==> config.mk <==
export PLATFORM = sky130hd
export DESIGN_NAME = jtcps2_eeprom_93c46_flat
export DESIGN_NICKNAME = d
export VERILOG_FILES = /design/src/rtl/jtcps2_eeprom_pkg.sv /design/src/rtl/jtcps2_eeprom_if.sv /design/src/rtl/jtcps2_eeprom_mem.sv /design/src/rtl/jtcps2_eeprom_93c46.sv /design/src/flat_wrapper.sv
export SDC_FILE = /design/constraint.sdc
export NUM_CORES = 2
export LEC_CHECK = 0
export CORE_AREA = 4 4 317 319
export CTS_CLUSTER_SIZE = 25
export DETAILED_ROUTE_END_ITERATION = 8
export DIE_AREA = 0 0 321 323
export PLACE_DENSITY = 0.71
export SLEW_MARGIN = 15
export SYNTH_ARGS = -nofsm -noshare
export SYNTH_HDL_FRONTEND = slang
export SYNTH_SLANG_ARGS = --single-unit
==> constraint.sdc <==
create_clock -name clk -period 4 [get_ports clk]
set_input_delay 0.8 -clock clk [delete_from_list [all_inputs] [get_ports clk]]
set_output_delay 0.8 -clock clk [all_outputs]
set_load 0.01 [all_outputs]
==> src/rtl/jtcps2_eeprom_pkg.sv <==
// Shared definitions for the CPS2 93C46 serial EEPROM responder.
// Holds the serial opcode/subcode constants, the command FSM states and
// the kinds of program operation that can be armed for the BUSY phase.
package jtcps2_eeprom_pkg;

  // Two opcode bits that follow the start bit.
  localparam logic [1:0] OP_EXT   = 2'b00;
  localparam logic [1:0] OP_WRITE = 2'b01;
  localparam logic [1:0] OP_READ  = 2'b10;
  localparam logic [1:0] OP_ERASE = 2'b11;

  // Extended commands are selected by addr[5:4] when the opcode is OP_EXT.
  localparam logic [1:0] EXT_EWDS = 2'b00;
  localparam logic [1:0] EXT_WRAL = 2'b01;
  localparam logic [1:0] EXT_ERAL = 2'b10;
  localparam logic [1:0] EXT_EWEN = 2'b11;

  localparam logic [15:0] WORD_ERASED = 16'hFFFF;

  typedef enum logic [2:0] {IDLE, CMD, RD, WR, DONE, BUSY} state_t;

  // Program operation waiting for the chip-select fall.
  typedef enum logic [1:0] {ARM_WRITE, ARM_ERASE, ARM_WRAL, ARM_ERAL} arm_t;

  function automatic logic arm_is_all(input arm_t k);
    return (k == ARM_WRAL) || (k == ARM_ERAL);
  endfunction

  function automatic logic arm_is_erase(input arm_t k);
    return (k == ARM_ERASE) || (k == ARM_ERAL);
  endfunction

endpackage

==> src/rtl/jtcps2_eeprom_if.sv <==
// Bundle of the EEPROM device-side signals.
//   scs/sclk/sdi/sdo : 3-wire serial link from the CPU I/O latch
//   dump_*           : host load/dump port used for NVRAM persistence
// master = CPU latch plus frame host, slave = the EEPROM model.
interface jtcps2_eeprom_if;
  logic        scs;
  logic        sclk;
  logic        sdi;
  logic        sdo;
  logic [5:0]  dump_addr;
  logic [15:0] dump_din;
  logic        dump_we;
  logic [15:0] dump_dout;
  logic        dump_clr;
  logic        dump_flag;

  modport master (
    output scs, sclk, sdi, dump_addr, dump_din, dump_we, dump_clr,
    input  sdo, dump_dout, dump_flag
  );

  modport slave (
    input  scs, sclk, sdi, dump_addr, dump_din, dump_we, dump_clr,
    output sdo, dump_dout, dump_flag
  );
endinterface

==> src/rtl/jtcps2_eeprom_mem.sv <==
// 64x16 dual-port storage array with registered reads on both ports.
//   clk, rst_n          : clock, async active-low reset (host read register only)
//   a_addr_i/a_din_i/a_we_i/a_dout_o : serial-FSM port
//   b_addr_i/b_din_i/b_we_i/b_dout_o : host port, 1-cycle read latency
// When both ports write the same word in one cycle, port B (host) wins.
module jtcps2_eeprom_mem (
  input  logic        clk,
  input  logic        rst_n,
  input  logic [5:0]  a_addr_i,
  input  logic [15:0] a_din_i,
  input  logic        a_we_i,
  output logic [15:0] a_dout_o,
  input  logic [5:0]  b_addr_i,
  input  logic [15:0] b_din_i,
  input  logic        b_we_i,
  output logic [15:0] b_dout_o
);

  logic [15:0] mem_q [64];

  // NOTE: the array has no reset so it maps onto block RAM and keeps its
  // contents across rst_n, which is what NVRAM persistence needs.
  always_ff @(posedge clk) begin
    if (a_we_i) mem_q[a_addr_i] <= a_din_i;
    if (b_we_i) mem_q[b_addr_i] <= b_din_i;
    a_dout_o <= mem_q[a_addr_i];
  end

  always_ff @(posedge clk or negedge rst_n) begin
    if (!rst_n) b_dout_o <= '0;
    else        b_dout_o <= mem_q[b_addr_i];
  end

endmodule

==> src/rtl/jtcps2_eeprom_93c46.sv <==
// 93C46 (x16) serial EEPROM responder for the CPS2 3-wire link.
//   clk, rst_n : system clock, async active-low reset
//   bus        : slave side of jtcps2_eeprom_if (serial link + host dump port)
// Parameters: PROG_CYCLES = clk cycles a program/erase stays busy (>= 64),
//             INIT_WE     = power-up value of the write-enable latch.
module jtcps2_eeprom_93c46
  import jtcps2_eeprom_pkg::*;
#(
  parameter int PROG_CYCLES = 2048,
  parameter bit INIT_WE     = 1'b0
) (
  input logic            clk,
  input logic            rst_n,
  jtcps2_eeprom_if.slave bus
);

  localparam int             CW        = $clog2(PROG_CYCLES);
  localparam logic [CW-1:0]  BUSY_LAST = CW'(PROG_CYCLES - 1);

  logic [1:0]    scs_sync_q, sclk_sync_q, sdi_sync_q;
  logic          sclk_prev_q;
  logic          scs_s, sdi_s, sclk_rise;

  state_t        state_q, state_d;
  logic [3:0]    cnt_q, cnt_d;
  logic [7:0]    cmd_q, cmd_d;
  logic [5:0]    addr_q, addr_d;
  logic [15:0]   data_q, data_d;
  logic          we_q, we_d;
  logic          armed_q, armed_d;
  arm_t          arm_q, arm_d;
  logic [6:0]    idx_q, idx_d;       // bit 6 set = all commits of this op done
  logic [CW-1:0] busy_cnt_q, busy_cnt_d;
  logic          sdo_q, sdo_d;
  logic          flag_q, flag_d;

  logic [7:0]    cmd_full;
  logic          commit_pend;
  logic [5:0]    mem_a_addr;
  logic [15:0]   mem_a_din, mem_a_dout;
  logic          mem_a_we;

  assign scs_s     = scs_sync_q[1];
  assign sdi_s     = sdi_sync_q[1];
  assign sclk_rise = sclk_sync_q[1] & ~sclk_prev_q;
  assign cmd_full  = {cmd_q[6:0], sdi_s};

  // NOTE: every combinational output gets a default before any branch so
  // no path leaves it unassigned and no latch is inferred.
  always_comb begin
    state_d    = state_q;
    cnt_d      = cnt_q;
    cmd_d      = cmd_q;
    addr_d     = addr_q;
    data_d     = data_q;
    we_d       = we_q;
    armed_d    = armed_q;
    arm_d      = arm_q;
    idx_d      = idx_q;
    busy_cnt_d = busy_cnt_q;
    sdo_d      = sdo_q;
    flag_d     = flag_q & ~bus.dump_clr;
    mem_a_addr = addr_q;
    mem_a_din  = data_q;
    mem_a_we   = 1'b0;
    commit_pend = (state_q == BUSY) && !idx_q[6];

    if (state_q == BUSY) begin
      // Serial link is ignored while programming; sdo reports busy.
      sdo_d = ~scs_s;
      if (commit_pend) begin
        if (arm_is_all(arm_q))   mem_a_addr = idx_q[5:0];
        if (arm_is_erase(arm_q)) mem_a_din  = WORD_ERASED;
        // A host write in the same cycle takes the RAM; retry next cycle.
        if (!bus.dump_we) begin
          mem_a_we = 1'b1;
          flag_d   = 1'b1;
          idx_d    = arm_is_all(arm_q) ? 7'(idx_q + 7'd1) : 7'd64;
        end
      end
      // A deferred commit stretches BUSY by the cycle it lost.
      if (!(commit_pend && bus.dump_we)) begin
        if (busy_cnt_q == BUSY_LAST) begin
          state_d    = IDLE;
          sdo_d      = 1'b1;
          busy_cnt_d = '0;
        end else begin
          busy_cnt_d = busy_cnt_q + 1'b1;
        end
      end
    end else if (!scs_s) begin
      state_d    = armed_q ? BUSY : IDLE;
      cnt_d      = '0;
      sdo_d      = 1'b1;
      armed_d    = 1'b0;
      idx_d      = '0;
      busy_cnt_d = '0;
    end else if (sclk_rise) begin
      case (state_q)
        IDLE: if (sdi_s) begin
          state_d = CMD;
          cnt_d   = '0;
        end
        CMD: begin
          cmd_d = cmd_full;
          cnt_d = cnt_q + 4'd1;
          if (cnt_q == 4'd7) begin
            cnt_d  = '0;
            addr_d = cmd_full[5:0];
            case (cmd_full[7:6])
              OP_READ: begin
                state_d = RD;
                sdo_d   = 1'b0;   // dummy bit ahead of the data
              end
              OP_WRITE: state_d = WR;
              OP_ERASE: begin
                armed_d = we_q;
                arm_d   = ARM_ERASE;
                state_d = DONE;
              end
              default: begin
                state_d = DONE;
                case (cmd_full[5:4])
                  EXT_EWEN: we_d = 1'b1;
                  EXT_EWDS: we_d = 1'b0;
                  EXT_ERAL: begin
                    armed_d = we_q;
                    arm_d   = ARM_ERAL;
                  end
                  default: state_d = WR;
                endcase
              end
            endcase
          end
        end
        RD: begin
          // Port A already holds mem[addr_q]: the next rise is >= 2 clk away.
          sdo_d = mem_a_dout[4'd15 - cnt_q];
          cnt_d = cnt_q + 4'd1;
          if (cnt_q == 4'd15) addr_d = addr_q + 6'd1;
        end
        WR: begin
          data_d = {data_q[14:0], sdi_s};
          cnt_d  = cnt_q + 4'd1;
          if (cnt_q == 4'd15) begin
            armed_d = we_q;
            arm_d   = (cmd_q[7:6] == OP_WRITE) ? ARM_WRITE : ARM_WRAL;
            state_d = DONE;
          end
        end
        default: ;   // DONE waits for the chip-select fall
      endcase
    end
  end

  // NOTE: sequential state uses non-blocking assignments so every register
  // samples the pre-edge values, independent of statement order.
  always_ff @(posedge clk or negedge rst_n) begin
    if (!rst_n) begin
      scs_sync_q  <= '0;
      sclk_sync_q <= '0;
      sdi_sync_q  <= '0;
      sclk_prev_q <= 1'b0;
      state_q     <= IDLE;
      cnt_q       <= '0;
      cmd_q       <= '0;
      addr_q      <= '0;
      data_q      <= '0;
      we_q        <= INIT_WE;
      armed_q     <= 1'b0;
      arm_q       <= ARM_WRITE;
      idx_q       <= '0;
      busy_cnt_q  <= '0;
      sdo_q       <= 1'b1;
      flag_q      <= 1'b0;
    end else begin
      scs_sync_q  <= {scs_sync_q[0], bus.scs};
      sclk_sync_q <= {sclk_sync_q[0], bus.sclk};
      sdi_sync_q  <= {sdi_sync_q[0], bus.sdi};
      sclk_prev_q <= sclk_sync_q[1];
      state_q     <= state_d;
      cnt_q       <= cnt_d;
      cmd_q       <= cmd_d;
      addr_q      <= addr_d;
      data_q      <= data_d;
      we_q        <= we_d;
      armed_q     <= armed_d;
      arm_q       <= arm_d;
      idx_q       <= idx_d;
      busy_cnt_q  <= busy_cnt_d;
      sdo_q       <= sdo_d;
      flag_q      <= flag_d;
    end
  end

  assign bus.sdo       = sdo_q;
  assign bus.dump_flag = flag_q;

  jtcps2_eeprom_mem u_mem (
    .clk      (clk),
    .rst_n    (rst_n),
    .a_addr_i (mem_a_addr),
    .a_din_i  (mem_a_din),
    .a_we_i   (mem_a_we),
    .a_dout_o (mem_a_dout),
    .b_addr_i (bus.dump_addr),
    .b_din_i  (bus.dump_din),
    .b_we_i   (bus.dump_we),
    .b_dout_o (bus.dump_dout)
  );

endmodule
==> src/flat_wrapper.sv <==
// flat-port wrapper written by rule: the top's interface ports become plain ports
module jtcps2_eeprom_93c46_flat import jtcps2_eeprom_pkg::*;
#(
  parameter int PROG_CYCLES = 2048,
  parameter bit INIT_WE     = 1'b0
)
  (clk, rst_n, bus_scs, bus_sclk, bus_sdi, bus_dump_addr, bus_dump_din, bus_dump_we, bus_dump_clr, bus_sdo, bus_dump_dout, bus_dump_flag);
  jtcps2_eeprom_if bus_i ();
  input logic clk;
  input logic rst_n;
  input wire logic [$bits(bus_i.scs)-1:0] bus_scs;
  input wire logic [$bits(bus_i.sclk)-1:0] bus_sclk;
  input wire logic [$bits(bus_i.sdi)-1:0] bus_sdi;
  input wire logic [$bits(bus_i.dump_addr)-1:0] bus_dump_addr;
  input wire logic [$bits(bus_i.dump_din)-1:0] bus_dump_din;
  input wire logic [$bits(bus_i.dump_we)-1:0] bus_dump_we;
  input wire logic [$bits(bus_i.dump_clr)-1:0] bus_dump_clr;
  output wire logic [$bits(bus_i.sdo)-1:0] bus_sdo;
  output wire logic [$bits(bus_i.dump_dout)-1:0] bus_dump_dout;
  output wire logic [$bits(bus_i.dump_flag)-1:0] bus_dump_flag;
  assign bus_i.scs = bus_scs;
  assign bus_i.sclk = bus_sclk;
  assign bus_i.sdi = bus_sdi;
  assign bus_i.dump_addr = bus_dump_addr;
  assign bus_i.dump_din = bus_dump_din;
  assign bus_i.dump_we = bus_dump_we;
  assign bus_i.dump_clr = bus_dump_clr;
  assign bus_sdo = bus_i.sdo;
  assign bus_dump_dout = bus_i.dump_dout;
  assign bus_dump_flag = bus_i.dump_flag;
  jtcps2_eeprom_93c46 #(.PROG_CYCLES(PROG_CYCLES), .INIT_WE(INIT_WE)) u_core (.clk(clk), .rst_n(rst_n), .bus(bus_i));
endmodule
# ---- Yosys cells after proc, flatten, opt, wreduce, memory -nomap -nowiden
# Memory sizes are Yosys's and may differ from the RTL's. A register that Yosys moved wholly into a read port is not among the register bits.
# Index checks and enable logic that the tools add are counted.
dict set report totals {
  register_bits 68
  ram_bits 1024
  elab_cells 170
  out_inout_bits 18
  input_bits 29
  memories 1
}
# name words width read_ports rd_clocked_by_memory_dff write_ports line
set mem_list {}
lappend mem_list {u_core.u_mem.mem_q 64 16 2 2 1 jtcps2_eeprom_mem.sv:19} ;# logic [15:0] mem_q [64];
dict set report classes {
  magnitude_cmp 1
  n_addsub 5
  n_eq_ne 41
  mux 72
  bitwise 7
  n_reduce_logical 27
}
# op count
set op_table {}
lappend op_table {{$mux W16} 4}
lappend op_table {{$mux W11} 4}
lappend op_table {{$mux W6} 6}
lappend op_table {{$mux W7} 5}
lappend op_table {{$mux W3} 10}
lappend op_table {{$ne A4 B4 Y1 const B} 7}
lappend op_table {{$mux W1} 24}
lappend op_table {{$reduce_and A7 Y1} 3}
lappend op_table {{$ne A3 B3 Y1 const B} 6}
lappend op_table {{$pmux W3 S3} 2}
lappend op_table {{$mux W4} 4}
lappend op_table {{$reduce_and A4 Y1} 4}
lappend op_table {{$reduce_or A16 Y1} 1}
lappend op_table {{$eq A2 B2 Y1 const B} 6}
lappend op_table {{$ne A2 B2 Y1 const B} 6}
lappend op_table {{$pmux W4 S3} 1}
lappend op_table {{$pmux W6 S2} 1}
lappend op_table {{$add A11 B1 Y11 const B} 1}
lappend op_table {{$eq A11 B11 Y1 const B} 1}
lappend op_table {{$mux W2} 4}
lappend op_table {{$ne A2 B1 Y1 const B} 4}
lappend op_table {{$pmux W1 S2} 4}
lappend op_table {{$pmux W2 S2} 2}
lappend op_table {{$reduce_and A8 Y1} 1}
lappend op_table {{other kinds (27)} 42}

# ---- Depth between registers and ports, before layout
dict set report depth {
  depth_word 9
  mapped_depth 12
  ltp_nobuf 8
}

# ---- Hierarchy
# From an unflattened synthesis, not the netlist that was laid out.
dict set report hier_totals {
  cells_unflattened 5114
  area_unflattened_um2 64483.1
}
# module n_inst seq_area_each_um2 cells_per_inst area_per_inst_um2
set modules_own_cells {}
lappend modules_own_cells {jtcps2_eeprom_mem 1 31470.2 4737 60742.0}
lappend modules_own_cells {jtcps2_eeprom_93c46 1 1702.9 377 3741.1}

# ---- Worst setup path before layout
# No wires, ideal clock.
dict set report synth_path {
  path_kind {input to register}
  startpoint {input bus_dump_addr[1]}
  endpoint {memory u_core.u_mem.mem_q[35][0], enable pin}
  required_ns 3.611
  arrival_time_ns 3.121
  slack_ns 0.490
  cell_stages 7
  setup_time_ns 0.389
  n_path_buf 4
  cell_sequence {clkbuf_1 clkbuf_1 clkbuf_1 clkbuf_1 a22o_1 nand3_1 nor2_1}
}
dict set report synth_between {
  elab_chain_cells 1
}
# item line
set synth_lines {}
lappend synth_lines {{start, declared} flat_wrapper.sv:14} ;# input wire logic [$bits(bus_i.dump_addr)-1:0] bus_dump_addr;
lappend synth_lines {{$mux W6 (no line)} -}
lappend synth_lines {{end, declared} jtcps2_eeprom_mem.sv:19}
# No other way between the ends.

# ---- Final worst setup path
dict set report layout_path {
  startpoint {register u_core.state_q[2]}
  endpoint {register u_core.u_mem.a_dout_o[9], read port of u_core.u_mem.mem_q}
}
dict set report layout_between {
  elab_chain_cells 4
}
# item line
set layout_lines {}
lappend layout_lines {{start, declared} jtcps2_eeprom_93c46.sv:24} ;# state_t state_q, state_d;
lappend layout_lines {{start signal, assigned} jtcps2_eeprom_93c46.sv:181} ;# state_q <= state_d;
lappend layout_lines {{$eq A3 B3 Y1 (*)} {jtcps2_eeprom_93c46.sv:66, jtcps2_eeprom_93c46.sv:68}}
lappend layout_lines {{$logic_and A1 B1 Y1} jtcps2_eeprom_93c46.sv:66} ;# commit_pend = (state_q == BUSY) && !idx_q[6];
lappend layout_lines {{$mux W6} jtcps2_eeprom_93c46.sv:71} ;# if (commit_pend) begin
lappend layout_lines {{$mux W6 (*)} jtcps2_eeprom_93c46.sv:68} ;# if (state_q == BUSY) begin
lappend layout_lines {{end, declared} jtcps2_eeprom_mem.sv:12} ;# output logic [15:0] a_dout_o,
# Every way passes the cells marked *; elsewhere a longest branch is shown, timed or not.
# A chain may end at the register's enable or synchronous reset.

==> impl_metrics.ini <==
[place]
placed_instances = 4915
place.detailed.hpwl_mm = 118
globalplace.congestion = 0.994
buffer_ports.inserted = 46

[floorplan]
die_y_um = 323
num_io_pins = 47
die_x_um = 321
placeableCoreArea_um2 = 97800
num_rows = 115
initial_utilization_pct = 54.6
die_area_um2 = 104000

[clocking]
cts.sink_count = 1124
max_root_sink_buffers = 3
cts_buffers = 114
cts_post_setup_buffers_inserted = 0
cts-htree-levels = 3
cts_hold_buf = 0
clock_latency_ps = 720
worst_setup_hold_path_clk_slew_ps = 70
tritoncts_clock_tree = built
cts.root.buffer_cell = sky130_fd_sc_hd__clkbuf_16

[job]
max-cap-violations = 0

[setup_path]
cp_common_cell = sky130_fd_sc_hd__buf_4
setup.worst_path.end_class = register
cp_data_arrival_time_ps = 4560
crit_path_max_incr_delay_ps = 880
cp-start-kind = register
timing.critical_path.cells = nand4bb_1, nor2_4, buf_4, o21a_1, buf_4, buf_4, a21oi_1, a32o_1, o31ai_1, or4_1
timing.critical_path.slowest_stage_cell = sky130_fd_sc_hd__o31ai_1
worst-setup-path-type = reg -> reg
worstPathMaxFanout = 20
critical_path.top_delay_family = compound AO/OA/AOI/OAI gates
timing.critical_path.buf_inv = 3
critical_path_required_ps = 4660

[detailed_routing]
route.detailed.vias_per_inst = 7.45
routed_wl_mm = 186
drt_iter0_drc = 6992
dr_total_vias = 38300
postRouteAntennaNets = 0
detail_route.first_pass.iterations = 7
remaining_drc_errors = 0
route.detailed.wl_per_inst_um = 36.1

[global_route]
grt_busiest_layer = met2
initial_antenna_violation_count = 18
grt_pass1_wl_mm = 264
track_usage_pct = 35.5
first_global_vias = 36200
grt-ovfl-total = 0
grt_start_max_net_pins = 76
use_met3_pct = 12.3
met1_usage_pct = 47.6
met2_usage_pct = 52.0

[pwr]
p_leak_uw = 0.0200
cellPowerDensity_nw_per_um2 = 436
largest_vdd_supply_drop_v = 0.000341

[sta]
slew_viol_final = 0
relSlewSlack_pct = 13.5
timing.clock.skew_ps = 41.0
finalSetupTns_ps = 0
worst_pin_slew_ps = 1300
final_setup_violation_count = 0
timing.final.crit_share_pct = 97.5
rsz_0062_raised_after_global_routing = false
report.final.hold_viol_count = 0
holdWs_ps = 250
fmaxAchievable_mhz = 256
finalCriticalPeriod_ps = 3900

[yosys]
synth-seq-area-share_pct = 62.1
synth_area_leaders = sky130_fd_sc_hd__edfxtp_1, sky130_fd_sc_hd__mux4_2, sky130_fd_sc_hd__dfrtp_1, sky130_fd_sc_hd__nand2_1, sky130_fd_sc_hd__nand3_1
netlist.area_leader.share_pct = 57.5
synth_edf_count = 1024
cells_after_synthesis = 3646
yosys_most_used_dff = sky130_fd_sc_hd__edfxtp_1
async_flop_share_pct = 7.47
ys.warnings.count = 0
total_nets_after_synthesis = 3687
synth.distinct_cells = 71
netlist.top_cell.by_area = sky130_fd_sc_hd__edfxtp_1
synth.cell_area_um2 = 53500
postSynthRegisterBits = 1124
postSynthAreaPerCell_um2 = 14.7

[hold_path]
min_path_type = in -> async

[final_layout]
syn_to_final_growth_pct = 14.7
final_cells = 5139
layout.nets = 3785
layout-drive-gt1-share_pct = 24.8

[status]
status = finished, final reports clean
==> where the power goes <==
group | internal [uW] | leakage (uW) | switching, uW
logic | 733 | 0.00770 | 1150
registers | 13000 | 0.0104 | 167
clock network | 6960 | 0.00198 | 4700
==> worst paths after layout <==
path,endpoint,cells past startpoint,slack (ps),start
hold / removal,u_core.u_mem.b_dout_o[2]$_DFF_PN0_,1,250,rst_n
min in group clk,u_core.sdi_sync_q[1]$_DFF_PN0_,0,360,u_core.sdi_sync_q[0]$_DFF_PN0_
hold reg to reg,u_core.sdi_sync_q[1]$_DFF_PN0_,0,360,u_core.sdi_sync_q[0]$_DFF_PN0_
max in group asynchronous,u_core.u_mem.b_dout_o[0]$_DFF_PN0_,2,3020,rst_n
setup / recovery,u_core.u_mem.a_dout_o[9]$_DFF_P_,10,100,u_core.state_q[2]$_DFFE_PN0P_
setup reg to reg,u_core.u_mem.a_dout_o[9]$_DFF_P_,10,100,u_core.state_q[2]$_DFFE_PN0P_
==> worst register-to-register path, delay by kind of cell, from the launching register on <==
family	cells	cell delay [ps]
and+or+nand+nor	3	790
AOI/OAI and AO/OA	4	1410
buffers and inverters	3	1170
DFF	1	480
==> per-layer routing <==
layer / part of all wire, % / vias to the layer above / wire [um]
li1: - / 15000 / -
met1: 34 / 19000 / 63600
met5: 0.078 / - / 145
met2: 43 / 3666 / 80500
met4: 6.3 / 18 / 11700
met3: 16 / 571 / 29600
==> per-stage QoR <==
stage / util, % / total power (uW) / setup WS [ps] / cell area [um^2]
2_1_floorplan: - / 14400 / 490 / 53500
3_3_place_gp: 58.4 / 15200 / 217 / 57200
3_5_place_dp: 58.4 / 15200 / 232 / 57200
4_1_cts: 62.6 / 26700 / 205 / 61300
6_report: 62.7 / 26700 / 101 / 61300
5_1_grt: 62.6 / 27300 / 4.52 / 61300
==> cell usage after synthesis, types with 46 or more instances <==
master,instances
sky130_fd_sc_hd__nand2_1,430
sky130_fd_sc_hd__mux2i_1,103
sky130_fd_sc_hd__mux4_2,341
sky130_fd_sc_hd__a32o_1,46
sky130_fd_sc_hd__buf_1,52
sky130_fd_sc_hd__a211oi_1,60
sky130_fd_sc_hd__a32oi_1,77
sky130_fd_sc_hd__o21ai_0,206
sky130_fd_sc_hd__nor2_1,98
sky130_fd_sc_hd__and3_1,115
sky130_fd_sc_hd__edfxtp_1,1024
sky130_fd_sc_hd__mux2_2,49
sky130_fd_sc_hd__a21oi_1,54
sky130_fd_sc_hd__nand3_1,234
sky130_fd_sc_hd__clkbuf_1,204
sky130_fd_sc_hd__dfrtp_1,83
==> timing repair <==
item	in CTS	in global routing
endpoints found under the setup margin	0	1
hold endpoints to repair	0	0
gates resized for setup	0	1
==> layout by cell type (no fill, tap or decap), types with 17 or more instances in the layout <==
cell type,n
sky130_fd_sc_hd__nand3_1,234
sky130_fd_sc_hd__mux4_2,341
sky130_fd_sc_hd__a31o_2,34
sky130_fd_sc_hd__nor2_1,57
sky130_fd_sc_hd__or4_1,17
sky130_fd_sc_hd__a32o_1,46
sky130_fd_sc_hd__o2111ai_1,29
sky130_fd_sc_hd__dfrtp_1,83
sky130_fd_sc_hd__clkbuf_16,116
sky130_fd_sc_hd__clkinv_2,17
sky130_fd_sc_hd__o31ai_1,32
sky130_fd_sc_hd__buf_12,56
sky130_fd_sc_hd__a211oi_1,59
sky130_fd_sc_hd__o21ai_0,205
sky130_fd_sc_hd__a21oi_1,52
sky130_fd_sc_hd__bufinv_16,24
sky130_fd_sc_hd__and3_1,115
sky130_fd_sc_hd__a31oi_1,36
sky130_fd_sc_hd__clkinv_1,21
sky130_fd_sc_hd__nand2b_1,17
sky130_fd_sc_hd__nand2_1,425
sky130_fd_sc_hd__nor2_2,39
sky130_fd_sc_hd__clkdlybuf4s50_1,42
sky130_fd_sc_hd__mux2i_1,103
sky130_fd_sc_hd__mux2_2,49
sky130_fd_sc_hd__buf_4,189
sky130_fd_sc_hd__edfxtp_1,1024
sky130_fd_sc_hd__nand4_1,17
sky130_fd_sc_hd__a32oi_1,77
==> final cells by class <==
| type | instances | area (um^2) |
|---|---|---|
| diodes | 7 | 17.5 |
| repair buffers | 289 | 2990 |
| inverters | 18 | 70.1 |
| clock inverters | 82 | 1080 |
| multi-input cells | 2197 | 19300 |
| well taps | 1287 | 1610 |
| flip-flops and latches | 1124 | 33200 |
| fillers | 6962 | 36500 |
| clock buffers | 135 | 3020 |
==> registers in the layout (all words and copies together), names as in the netlist <==
name,count
u_core.cmd_q,8
u_core.armed_q,1
u_core.we_q,1
u_core.cnt_q,4
u_core.idx_q,7
u_core.u_mem.mem_q,1024
u_core.state_q,3
u_core.u_mem.b_dout_o,16
u_core.bus.sdo,1
u_core.u_mem.a_dout_o,16
u_core.sclk_prev_q,1
u_core.busy_cnt_q,11
u_core.data_q,16
u_core.bus.dump_flag,1
u_core.sdi_sync_q,2
u_core.scs_sync_q,2
u_core.arm_q,2
u_core.addr_q,6
u_core.sclk_sync_q,2
==> kinds of logic (layout without fill, tap and decap cells) <==
family	Yosys count	in the layout	synth area share [%]
flip-flops	1124	1124	62.1
AND/OR/NAND/NOR	985	985	8.61
AO/OA/AOI/OAI	699	699	9.11
multiplexers	497	497	17.4
buffers and inverters	325	524	2.46
adder cells (fa/ha/maj)	12	12	0.281
XOR/XNOR	4	4	0.0655
other	0	7	0
(Power assumes the default switching activity.)
